`src/rtl/axi_fifo_delay_ctrl.sv`:
```
// Delay-change sequencer in front of the programmable-delay AXI-Stream FIFO: gate, drain, apply, guard.
// Optional macro DELAY_CTRL_FLUSH_EN: APPLY pulses fifo_sync_reset_o and discards residual words.
module axi_fifo_delay_ctrl #(
    parameter int DATA_WIDTH    = 32,
    parameter int DELAY_WIDTH   = 9,
    parameter int INIT_DELAY    = 0,
    parameter int CNT_WIDTH     = 10,
    parameter int DRAIN_TIMEOUT = 255,
    parameter int GUARD_CYCLES  = 4
) (
    input  logic                   clk_i,
    input  logic                   async_reset_i,
    input  logic                   cfg_valid_i,
    input  logic [DELAY_WIDTH-1:0] cfg_delay_i,
    output logic                   cfg_ready_o,
    input  logic                   s_axis_tvalid_i,
    input  logic [DATA_WIDTH-1:0]  s_axis_tdata_i,
    output logic                   s_axis_tready_o,
    output logic                   fifo_s_tvalid_o,
    output logic [DATA_WIDTH-1:0]  fifo_s_tdata_o,
    input  logic                   fifo_s_tready_i,
    input  logic                   fifo_m_tvalid_i,
    input  logic                   fifo_m_tready_i,
    output logic [DELAY_WIDTH-1:0] fifo_delay_o,
    output logic                   fifo_sync_reset_o,
    output logic                   busy_o,
    output logic [DELAY_WIDTH-1:0] cur_delay_o,
    output logic                   timeout_err_o,
    output logic [1:0]             dbg_state_o
);
    localparam int TMAX    = (DRAIN_TIMEOUT > GUARD_CYCLES) ? DRAIN_TIMEOUT : GUARD_CYCLES;
    localparam int TIMER_W = $clog2(TMAX + 1);

    typedef enum logic [1:0] {ST_IDLE, ST_DRAIN, ST_APPLY, ST_GUARD} state_e;

    state_e                 state_q, state_d;
    logic                   gate_open_q, gate_open_d;
    logic [CNT_WIDTH-1:0]   pending_q, pending_d;
    logic [TIMER_W-1:0]     timer_q, timer_d;
    logic [DELAY_WIDTH-1:0] new_delay_q, new_delay_d;
    logic [DELAY_WIDTH-1:0] fifo_delay_q, fifo_delay_d;
    logic                   timeout_err_q, timeout_err_d;
    logic                   fifo_sync_reset_q, fifo_sync_reset_d;
    logic                   wr_hs, rd_hs;

    // Every channel transfers on a cycle where valid & ready are both high; valid never waits on ready.
    assign cfg_ready_o       = (state_q == ST_IDLE);
    assign s_axis_tready_o   = fifo_s_tready_i & gate_open_q;
    assign fifo_s_tvalid_o   = s_axis_tvalid_i & gate_open_q;
    assign fifo_s_tdata_o    = s_axis_tdata_i;
    assign fifo_delay_o      = fifo_delay_q;
    assign cur_delay_o       = fifo_delay_q;
    assign fifo_sync_reset_o = fifo_sync_reset_q;
    assign timeout_err_o     = timeout_err_q;
    assign busy_o            = (state_q != ST_IDLE);
    assign dbg_state_o       = state_q;

    assign wr_hs = fifo_s_tvalid_o & fifo_s_tready_i;
    assign rd_hs = fifo_m_tvalid_i & fifo_m_tready_i;

    always_ff @(posedge clk_i or posedge async_reset_i) begin
        if (async_reset_i) begin
            state_q           <= ST_IDLE;
            gate_open_q       <= 1'b1;
            pending_q         <= '0;
            timer_q           <= '0;
            new_delay_q       <= DELAY_WIDTH'(INIT_DELAY);
            fifo_delay_q      <= DELAY_WIDTH'(INIT_DELAY);
            timeout_err_q     <= 1'b0;
            fifo_sync_reset_q <= 1'b1;
        end else begin
            state_q           <= state_d;
            gate_open_q       <= gate_open_d;
            pending_q         <= pending_d;
            timer_q           <= timer_d;
            new_delay_q       <= new_delay_d;
            fifo_delay_q      <= fifo_delay_d;
            timeout_err_q     <= timeout_err_d;
            fifo_sync_reset_q <= fifo_sync_reset_d;
        end
    end

    always_comb begin
        state_d           = state_q;
        gate_open_d       = gate_open_q;
        pending_d         = pending_q;
        timer_d           = timer_q;
        new_delay_d       = new_delay_q;
        fifo_delay_d      = fifo_delay_q;
        timeout_err_d     = timeout_err_q;
        fifo_sync_reset_d = 1'b0;

        // Occupancy tracker saturates at both ends rather than wrapping.
        if (wr_hs && !rd_hs && (pending_q != '1)) begin
            pending_d = pending_q + CNT_WIDTH'(1);
        end else if (rd_hs && !wr_hs && (pending_q != '0)) begin
            pending_d = pending_q - CNT_WIDTH'(1);
        end

        case (state_q)
            ST_IDLE: begin
                if (cfg_valid_i && (cfg_delay_i != fifo_delay_q)) begin
                    new_delay_d   = cfg_delay_i;
                    gate_open_d   = 1'b0;
                    timer_d       = '0;
                    timeout_err_d = 1'b0;
                    state_d       = ST_DRAIN;
                end
            end
            ST_DRAIN: begin
                if (pending_q == '0) begin
                    state_d = ST_APPLY;
                end else if (timer_q == TIMER_W'(DRAIN_TIMEOUT - 1)) begin
                    timeout_err_d = 1'b1;
                    state_d       = ST_APPLY;
                end else begin
                    timer_d = timer_q + TIMER_W'(1);
                end
            end
            ST_APPLY: begin
                fifo_delay_d = new_delay_q;
                timer_d      = '0;
                state_d      = ST_GUARD;
`ifdef DELAY_CTRL_FLUSH_EN
                fifo_sync_reset_d = 1'b1;
                pending_d         = '0;
`endif
            end
            ST_GUARD: begin
                if (timer_q == TIMER_W'(GUARD_CYCLES - 1)) begin
                    gate_open_d = 1'b1;
                    state_d     = ST_IDLE;
                end else begin
                    timer_d = timer_q + TIMER_W'(1);
                end
            end
            default: state_d = ST_IDLE;
        endcase
    end
endmodule
```
`config.mk`:
```
export PLATFORM = sky130hd
export DESIGN_NAME = axi_fifo_delay_ctrl
export DESIGN_NICKNAME = d
export VERILOG_FILES = /design/src/rtl/axi_fifo_delay_ctrl.sv
export SDC_FILE = /design/constraint.sdc
export NUM_CORES = 1
export LEC_CHECK = 0
export CAP_MARGIN = 15
export CORE_MARGIN = 2
export CORE_UTILIZATION = 45
export CTS_CLUSTER_SIZE = 20
export DETAILED_ROUTE_END_ITERATION = 8
export PLACE_DENSITY_LB_ADDON = 0.05
export SYNTH_ARGS = -nofsm -noshare
export SYNTH_HDL_FRONTEND = slang
export SYNTH_SLANG_ARGS = --single-unit
```
`constraint.sdc`:
```
create_clock -name clk_i -period 2.9 [get_ports clk_i]
set_clock_uncertainty 0.1 [all_clocks]
set_input_delay 0.58 -clock clk_i [delete_from_list [all_inputs] [get_ports clk_i]]
set_output_delay 0.58 -clock clk_i [all_outputs]
set_load 0.01 [all_outputs]
```
# Word-level counts from Yosys, hierarchy flattened
# Index checks and enable logic that the tools add are counted.
dict set report word_totals {
  reg_bits 41
  inputBits 48
  word_cells 66
}
dict set report classes {
  n_addsub 3
  eq_ne 14
  muxes 18
  bitwise_logic 4
  n_reduce_logical 19
}
# cell n
set op_table {}
lappend op_table {{$mux 8} 4}
lappend op_table {{$pmux 8 s4} 1}
lappend op_table {{$mux 10} 2}
lappend op_table {{$add 10x1->10 const B} 1}
lappend op_table {{$logic_not 10->1} 1}
lappend op_table {{$ne 10x10->1 const B} 1}
lappend op_table {{$ne 2x2->1 const B} 5}
lappend op_table {{$reduce_bool 10->1} 1}
lappend op_table {{$sub 10x1->10 const B} 1}
lappend op_table {{$ne 9x9->1} 1}
lappend op_table {{$add 8x1->8 const B} 1}
lappend op_table {{$eq 8x2->1 const B} 1}
lappend op_table {{$eq 8x8->1 const B} 1}
lappend op_table {{$mux 2} 4}
lappend op_table {{$pmux 2 s4} 1}
lappend op_table {{$reduce_and 4->1} 2}
lappend op_table {{$reduce_bool 2->1} 4}
lappend op_table {{$reduce_and 3->1} 2}
lappend op_table {{$logic_and 1x1->1} 5}
lappend op_table {{$and 1x1->1} 4}
lappend op_table {{$eq 2x2->1 const B} 2}
lappend op_table {{$mux 1} 4}
lappend op_table {{$pmux 1 s2} 2}
lappend op_table {{$ne 3x3->1 const B} 1}
lappend op_table {{other kinds (5)} 6}

# Longest topological paths before layout
# Gate-level depths: netlist of the first run.
dict set report depth {
  word_depth 7
  mapped_depth 10
  mapped_depth_nobuf 10
}

# Worst setup path after synthesis of the first run
# Ideal clock, no wire load.
dict set report synth_timing {
  kind {input -> register}
  startpoint {input s_axis_tvalid_i}
  endpoint {register pending_q[8]}
  arrival_ns 2.454
  path_slack_ns 0.225
  stages 9
  n_path_buf 0
  cell_sequence {nand3_1 -> a21o_1 -> or2_2 -> ha_1 -> nor2b_1 -> o31a_1 -> o211ai_1 -> nand3_1 -> a32o_1}
}
dict set report synth_between {
  elab_chain_cells 6
}
# item line_no
set synth_rtl {}
lappend synth_rtl {{start: declaration} 16} ;# input logic s_axis_tvalid_i,
lappend synth_rtl {{$and 1x1->1 *} 49} ;# assign fifo_s_tvalid_o = s_axis_tvalid_i & gate_open_q;
lappend synth_rtl {{$and 1x1->1 *} 58} ;# assign wr_hs = fifo_s_tvalid_o & fifo_s_tready_i;
lappend synth_rtl {{$logic_not 1->1} 96} ;# end else if (rd_hs && !wr_hs && (pending_q != '0)) begin
lappend synth_rtl {{$logic_and 1x1->1 (2 in a row)} 96}
lappend synth_rtl {{$reduce_bool 2->1 (no source line)} -}
lappend synth_rtl {{end signal: assignment} 74} ;# pending_q <= pending_d;
lappend synth_rtl {{end: declaration} 38} ;# logic [CNT_WIDTH-1:0] pending_q, pending_d;
# Every way passes the cells marked *; elsewhere a longest branch is shown, timed or not.
# A chain may end at the register's enable or synchronous reset.

# Final worst setup path of the first run
dict set report layout_timing {
  startpoint {input fifo_m_tvalid_i}
  endpoint {register pending_q[7]}
}
dict set report layout_between {
  elab_chain_cells 5
}
# item line_no
set layout_rtl {}
lappend layout_rtl {{start: declaration} 22} ;# input logic fifo_m_tvalid_i,
lappend layout_rtl {{$and 1x1->1 *} 59} ;# assign rd_hs = fifo_m_tvalid_i & fifo_m_tready_i;
lappend layout_rtl {{$logic_not 1->1} 94} ;# if (wr_hs && !rd_hs && (pending_q != '1)) begin
lappend layout_rtl {{$logic_and 1x1->1 (2 in a row)} 94}
lappend layout_rtl {{$mux 10 / $reduce_bool 2->1 (equally long branches)} -}
# Marks and branches as above.

==> run summary, run 1 <==
Initial Utilization - 45.81%
All-Layer GR Usage - 16.78%
Yosys top cell by area - dfrtp_1
Vias in the first global route - 1997
Power density cells - 1027 nW/um2
Combinational power share - 55.4%
Final min period - 2.716 ns
Setup CP Type - input port to flop
Top FF cell, synth - dfrtp_1
Fin. Hold Viols - 0
Placer Congestion - 0.8046
EDFF count, synth - 0
Routed vias/inst - 5.319
Net Sw Frac - 38.16%
Pint - 2118 uW
Mapped cell area - 2859 um2
Initial DRC count - 33
Die area - 7007 um2
Net Sw Power - 1307 uW
Flop pwr share - 30.9%
Nature of the critical path startpoint - input port
DRT Pass-1 Iters - 4
Area Growth Syn to Fin - 16.67%
I/O pin count - 106
Antenna violations before repair - 0
Pleak - 0.001417 uW
CTS Buffer Depth - 2
PortBufs - 41
Area contributors post-synth - dfrtp_1, buf_4, ha_1, mux2_1, mux2_2
Post-synth top area share - 34.14%
Worst EP required - 3.01 ns
# DRC - 0
Max VDD drop - 0.4917 mV
DRT Wirelength - 5545 um
Final WS setup - 0.1842 ns
Fraction of layout cells with a size suffix above 1 - 20.78%
Sequential area share after synthesis - 35.97%
WL/cell - 14.40 um
Arr. time, crit path - 2.82 ns
Crit-path max FO - 6
Clock Latency Late Sink - 0.29 ns
Syn Inst Count - 282
Power Total - 3425 uW
First-pass GRT wire length - 9597 um
CTS Hold Bufs - 0
Worst reg-to-reg setup slack - 0.29 ns
H-tree depth - 2
Clock-pin transition on the worst setup and hold timing paths - 0.09 ns
Crit end category - flop
Synth Net Count - 345
Placed insts - 377
Finished Core Util - 53.45%
Post-CTS Setup Repair Bufs - 0
Tightest Pin Transition - 0.5310 ns
Multi-input logic area - 1470 um2
Pre-CTS setup slack - -0.3684 ns
Pin count of the biggest net entering global routing - 42
Synth Register Bits - 41
Syn Area/Cell - 10.14 um2
Slew Limit Fails - 0
Layout fillers - 575
Worst slew margin - 64.60%
GRT overflow - 0
RSZ-0062 raised after global routing - no
Most frequent cell after synthesis - buf_4
Core Rows - 29
Sequential cell area - 1028 um2
Total CTS buffers - 5
Crit share post-route - 93.65%
Max Fclk - 368.2 MHz
Post-DP HPWL - 4170 um
DR vias - 2048
Synth top cells by count - buf_4, dfrtp_1, ha_1, nand2_1, nor2_1
NumNets Final - 370
Die X - 83.71 um
Max Cap Viol - 0
CTS tree - built
Count of cell types in the netlist - 61
Worst hold path class - flop to flop
Synth warn - 0
Clock power frac - 13.7%
Post-route insts no fill - 385
CTS Root Buffer Type - clkbuf_8
Die Height - 83.71 um
Total core area - 6241 um2
Asr flop ratio synth - 100.0%
Final setup vio count - 0
Antenna diode count - 0
Outcome - completed
Clock sinks - 41
DRT antenna net count - 0
cell usage in the layout, fill, tap and decap left out, types with 4 or more instances in the layout:
cell type,instances
xnor2_1,11
nand3_1,7
o31ai_1,10
inv_1,9
buf_4,24
dfrtp_1,39
nand4_1,4
nor3_1,7
nor2_1,13
mux2_2,9
a21oi_1,11
or4_1,4
ha_1,13
mux2_1,10
clkbuf_8,5
clkdlybuf4s50_1,39
nand2_1,14
o21a_1,5
power groups by stage:
stage,combinational [uW],clock (uW),sequential [uW]
2_1_floorplan,1300,0,1040
3_3_place_gp,1870,0,1070
3_5_place_dp,1890,0,1070
4_1_cts,1910,489,1060
5_1_grt,2110,509,1100
6_report,1900,471,1060
path summary, 6_finish.rpt:
kind,from,to,cells after the start
max in group asynchronous,async_reset_i,gate_open_q$_DFFE_PP1P_,3
max reg2reg,gate_open_q$_DFFE_PP1P_,pending_q[7]$_DFFE_PP0P_,9
min reg2reg,new_delay_q[4]$_DFFE_PP0P_,new_delay_q[4]$_DFFE_PP0P_,1
max,fifo_m_tvalid_i,pending_q[7]$_DFFE_PP0P_,9
min,new_delay_q[4]$_DFFE_PP0P_,new_delay_q[4]$_DFFE_PP0P_,1
min in group asynchronous,async_reset_i,cur_delay_o[3]$_DFFE_PP0P_,3
state kept, by name, summed over array words and instances, names as in the netlist:
name	count
new_delay_q	9
fifo_sync_reset_o	1
dbg_state_o	2
timeout_err_o	1
pending_q	10
cur_delay_o	9
timer_q	8
gate_open_q	1
metal layers:
layer / routed length, um / global-route usage [%] / vias to the layer above
met5: 0 / 0 / -
met4: 70 / 4.985 / 0
met3: 192 / 3.264 / 9
met2: 2721 / 28.15 / 34
met1: 2561 / 22.00 / 973
li1: - / - / 1032
cells by family (layout without fill, tap and decap cells):
family / count (synthesis) / count (layout) / synth area share (%)
xor gates and xnor gates: 13 / 13 / 3.983
buffers and inverters: 56 / 82 / 13.44
DFF: 41 / 41 / 35.97
AOI/OAI and AO/OA: 63 / 63 / 17.20
muxes: 20 / 20 / 7.834
other: 1 / 1 / 0.1312
and+or+nand+nor: 73 / 73 / 14.62
adders and majority gates: 15 / 15 / 6.827
through the flow:
step / setup TNS [ns] / hold WS, ns / area, um2
CTS: 0 / 0.3986 / 3313
floorplan: 0 / 0.3585 / 2859
finish: 0 / 0.3908 / 3336
global route: 0 / 0.4209 / 3336
detailed placement: -1.579 / 0.3787 / 3196
global placement: -1.399 / 0.3726 / 3196
worst max-delay path, stage by stage:
cell and delay, ns:
clkdlybuf4s50_1 0.45, a21o_1 0.21, or2_4 0.28, ha_1 0.29
a211o_1 0.31, a21oi_2 0.18, o21ai_1 0.11, and3_1 0.19
o31ai_1 0.22
timing repair:
item	CTS	global route
setup endpoints to repair	3	4
gates cloned	0	0
gates resized for setup	2	4
pin swaps	1	3
final cells by class:
cell class	instances	area share, %
clock buffers	6	2.176
clock inverters	2	1.163
inverters	9	1.013
multi-input cells	185	44.07
flip-flops and latches	41	30.83
well taps	77	2.888
repair buffers	65	17.85
Power figures use the tool's default switching activity.
==> inputs of run 2 (changes only) <==
CORE_ASPECT_RATIO = 0.8   (was default)
==> run 2 against run 1 <==
  * Fmax decreased by 2.9%
  * Die area about the same
  * Sequential power about the same
  * Total power increased by 2.2%
  * Cell area increased by 1.4%
  * Core utilization increased by 2.6 points
  * Worst hold slack improved by 0.0041 ns
  * Clock-buffer cell count unchanged
  * Highest routed layer unchanged
==> run summary, run 2 (synthesis gave the netlist of run 1 again) <==
Die X - 93.12 um (+11%)
Finished Core Util - 56.04% (+2.6 points)
Tightest Pin Transition - 0.5334 ns (+0.002417 ns)
Die Height - 75.29 um (-10%)
Largest Register - pending_q
WL met3 - 326 um (+70%)
PortBufs - 41 (unchanged)
CTS Root Buffer Type - clkbuf_8
Setup CP Type - input port to flop
Final instance area - 3383 um2 (+1.4%)
Antenna diode count - 0 (unchanged)
Top layer in use - met4
Commonest non-fill, non-tap cell in the layout - clkdlybuf4s50_1
Pleak - 0.001420 uW (+0.19%)
Fraction of layout cells with a size suffix above 1 - 22.19% (+1.4 points)
Worst EP required - 3.02 ns (about the same)
Crit-path max FO - 6 (unchanged)
Clock-pin transition on the worst setup and hold timing paths - 0.08 ns (about the same)
Cells on Worst Hold Path - 1 (unchanged)
Initial Utilization - 47.36% (+1.5 points)
Vias in the first global route - 1942 (-2.8%)
Worst hold path class - flop to flop
Outcome - completed
Pre-CTS setup slack - -0.4097 ns (-0.04133 ns)
H-tree depth - 2 (unchanged)
Max VDD drop - 0.4109 mV (-16%)
Total CTS buffers - 5 (unchanged)
CP startpoint - s_axis_tvalid_i
CTS tree - built
Arr. time, crit path - 2.91 ns (+0.09 ns)
All-Layer GR Usage - 17.44% (+0.66 points)
CTS Hold Bufs - 0 (unchanged)
Post-CTS Setup Repair Bufs - 0 (unchanged)
Initial DRC count - 129 (+290%)
Clock sinks - 41 (unchanged)
DRT Pass-1 Iters - 4 (unchanged)
Area Growth Syn to Fin - 18.34%
Slew Limit Fails - 0 (unchanged)
Power density cells - 1034 nW/um2 (+0.73%)
Post-DP HPWL - 4292 um (+2.9%)
Final setup vio count - 0 (unchanged)
CP Capture Point - pending_q[9]$_DFFE_PP0P_
Antenna violations before repair - 0 (unchanged)
Power Total - 3499 uW (+2.2%)
Layout fillers - 520 (-9.6%)
Crit end category - flop
Met2 WL - 2510 um (-7.8%)
RSZ-0062 raised after global routing - yes
NumNets Final - 373 (+0.81%)
Final min period - 2.797 ns (+0.08101 ns)
GRT overflow - 0 (unchanged)
Total core area - 6037 um2 (-3.3%)
# DRC - 0 (unchanged)
Met1 wire length - 2899 um (+13%)
DR vias - 2084 (+1.8%)
R2r startpoint - pending_q[2]$_DFFE_PP0P_
RR Endpoint - pending_q[8]$_DFFE_PP0P_
Die area - 7011 um2 (about the same)
Nature of the critical path startpoint - input port
Core Rows - 25 (-14%)
Routed vias/inst - 5.316 (about the same)
WL/cell - 14.86 um (+3.2%)
R2r worst-path depth - 10 (+1)
Most frequent cells in the layout - clkdlybuf4s50_1, dfrtp_1, buf_4
DRT antenna net count - 0 (unchanged)
CTS Buffer Depth - 2 (unchanged)
Pin count of the biggest net entering global routing - 42 (unchanged)
I/O pin count - 106 (unchanged)
Worst slew margin - 64.44% (-0.16 points)
Clock Latency Late Sink - 0.30 ns (about the same)
Placer Congestion - 0.8475 (+5.3%)
DRT Wirelength - 5825 um (+5.0%)
Max FFs per register - 10 (unchanged)
Fin. Hold Viols - 0 (unchanged)
Final WS setup - 0.1032 ns (-0.08101 ns)
Crit share post-route - 96.44% (+2.8 points)
Worst reg-to-reg setup slack - 0.30 ns (about the same)
Max Cap Viol - 0 (unchanged)
Max Fclk - 357.6 MHz (-2.9%)
First-pass GRT wire length - 9494 um (-1.1%)
Cell Area, Placed - 3236 um2 (+1.3%)
==> run 2: cell types whose count changed in the layout (fill, tap and decap cells not counted), sizes merged <==
cell / delta
clkinv: -1
buf: +3
dlymetal6s2s: -2
clkinvlp: +1
clkdlybuf4s50: +2
==> run 2: through the flow <==
stage	hold slack, ns	std cells	TNS, ns
after floorplan	0.3585	282	0
after global placement	0.3723	384	-1.467
after detailed placement	0.3791	384	-1.652
after CTS	0.4005	392	0
after global routing	0.4211	392	-0.04415
final	0.3949	392	0
==> run 2: power by group <==
group          switching, uW  total, uW  internal (uW)
Clock                    204        484            280
Sequential               239       1050            813
Combinational            885       1960           1080
==> run 2: layout make-up <==
type | count | area (um2) | share of cell area, %
flip-flops and latches | 41 | 1028 | 30.40
clock inverters | 2 | 37.54 | 1.109
well taps | 81 | 101.3 | 2.996
clock buffers | 6 | 82.58 | 2.441
multi-input cells | 185 | 1474 | 43.57
inverters | 9 | 33.78 | 0.9985
repair buffers | 68 | 625.6 | 18.49
==> run 2: worst min path at each step <==
stage | start | to | slack [ns]
detailed placement | new_delay_q[1]$_DFFE_PP0P_ | new_delay_q[1]$_DFFE_PP0P_ | 0.38
floorplan | new_delay_q[0]$_DFFE_PP0P_ | new_delay_q[0]$_DFFE_PP0P_ | 0.36
global placement | new_delay_q[6]$_DFFE_PP0P_ | new_delay_q[6]$_DFFE_PP0P_ | 0.37
CTS | new_delay_q[7]$_DFFE_PP0P_ | new_delay_q[7]$_DFFE_PP0P_ | 0.40
global route | new_delay_q[8]$_DFFE_PP0P_ | new_delay_q[8]$_DFFE_PP0P_ | 0.42
finish | new_delay_q[7]$_DFFE_PP0P_ | new_delay_q[7]$_DFFE_PP0P_ | 0.39
==> run 2: per-layer routing <==
| layer | vias to the layer above | track usage, % |
|---|---|---|
| li1 | 1042 | - |
| met1 | 969 | 24.00 |
| met2 | 62 | 27.29 |
| met3 | 11 | 4.154 |
| met4 | 0 | 6.536 |
| met5 | - | 0 |
==> run 2: worst max-delay path, cell delays in order <==
cell	delay, ns
clkdlybuf4s50_1	0.49
nand3_2	0.10
a21o_1	0.18
or2_4	0.29
ha_1	0.29
a211o_1	0.27
a21oi_2	0.23
o211ai_1	0.16
a22o_1	0.24
o211ai_1	0.07
==> run 2: timing repair <==
item,CTS,global route
pin swaps,1,8
cloned,0,0
endpoints found under the setup margin,3,4
gates resized for setup,2,4
==> inputs of run 3 (changes only) <==
SLEW_MARGIN = 40   (was default)
==> results of run 3 <==
Final layout, timing and power as in run 2 (identical DEF).
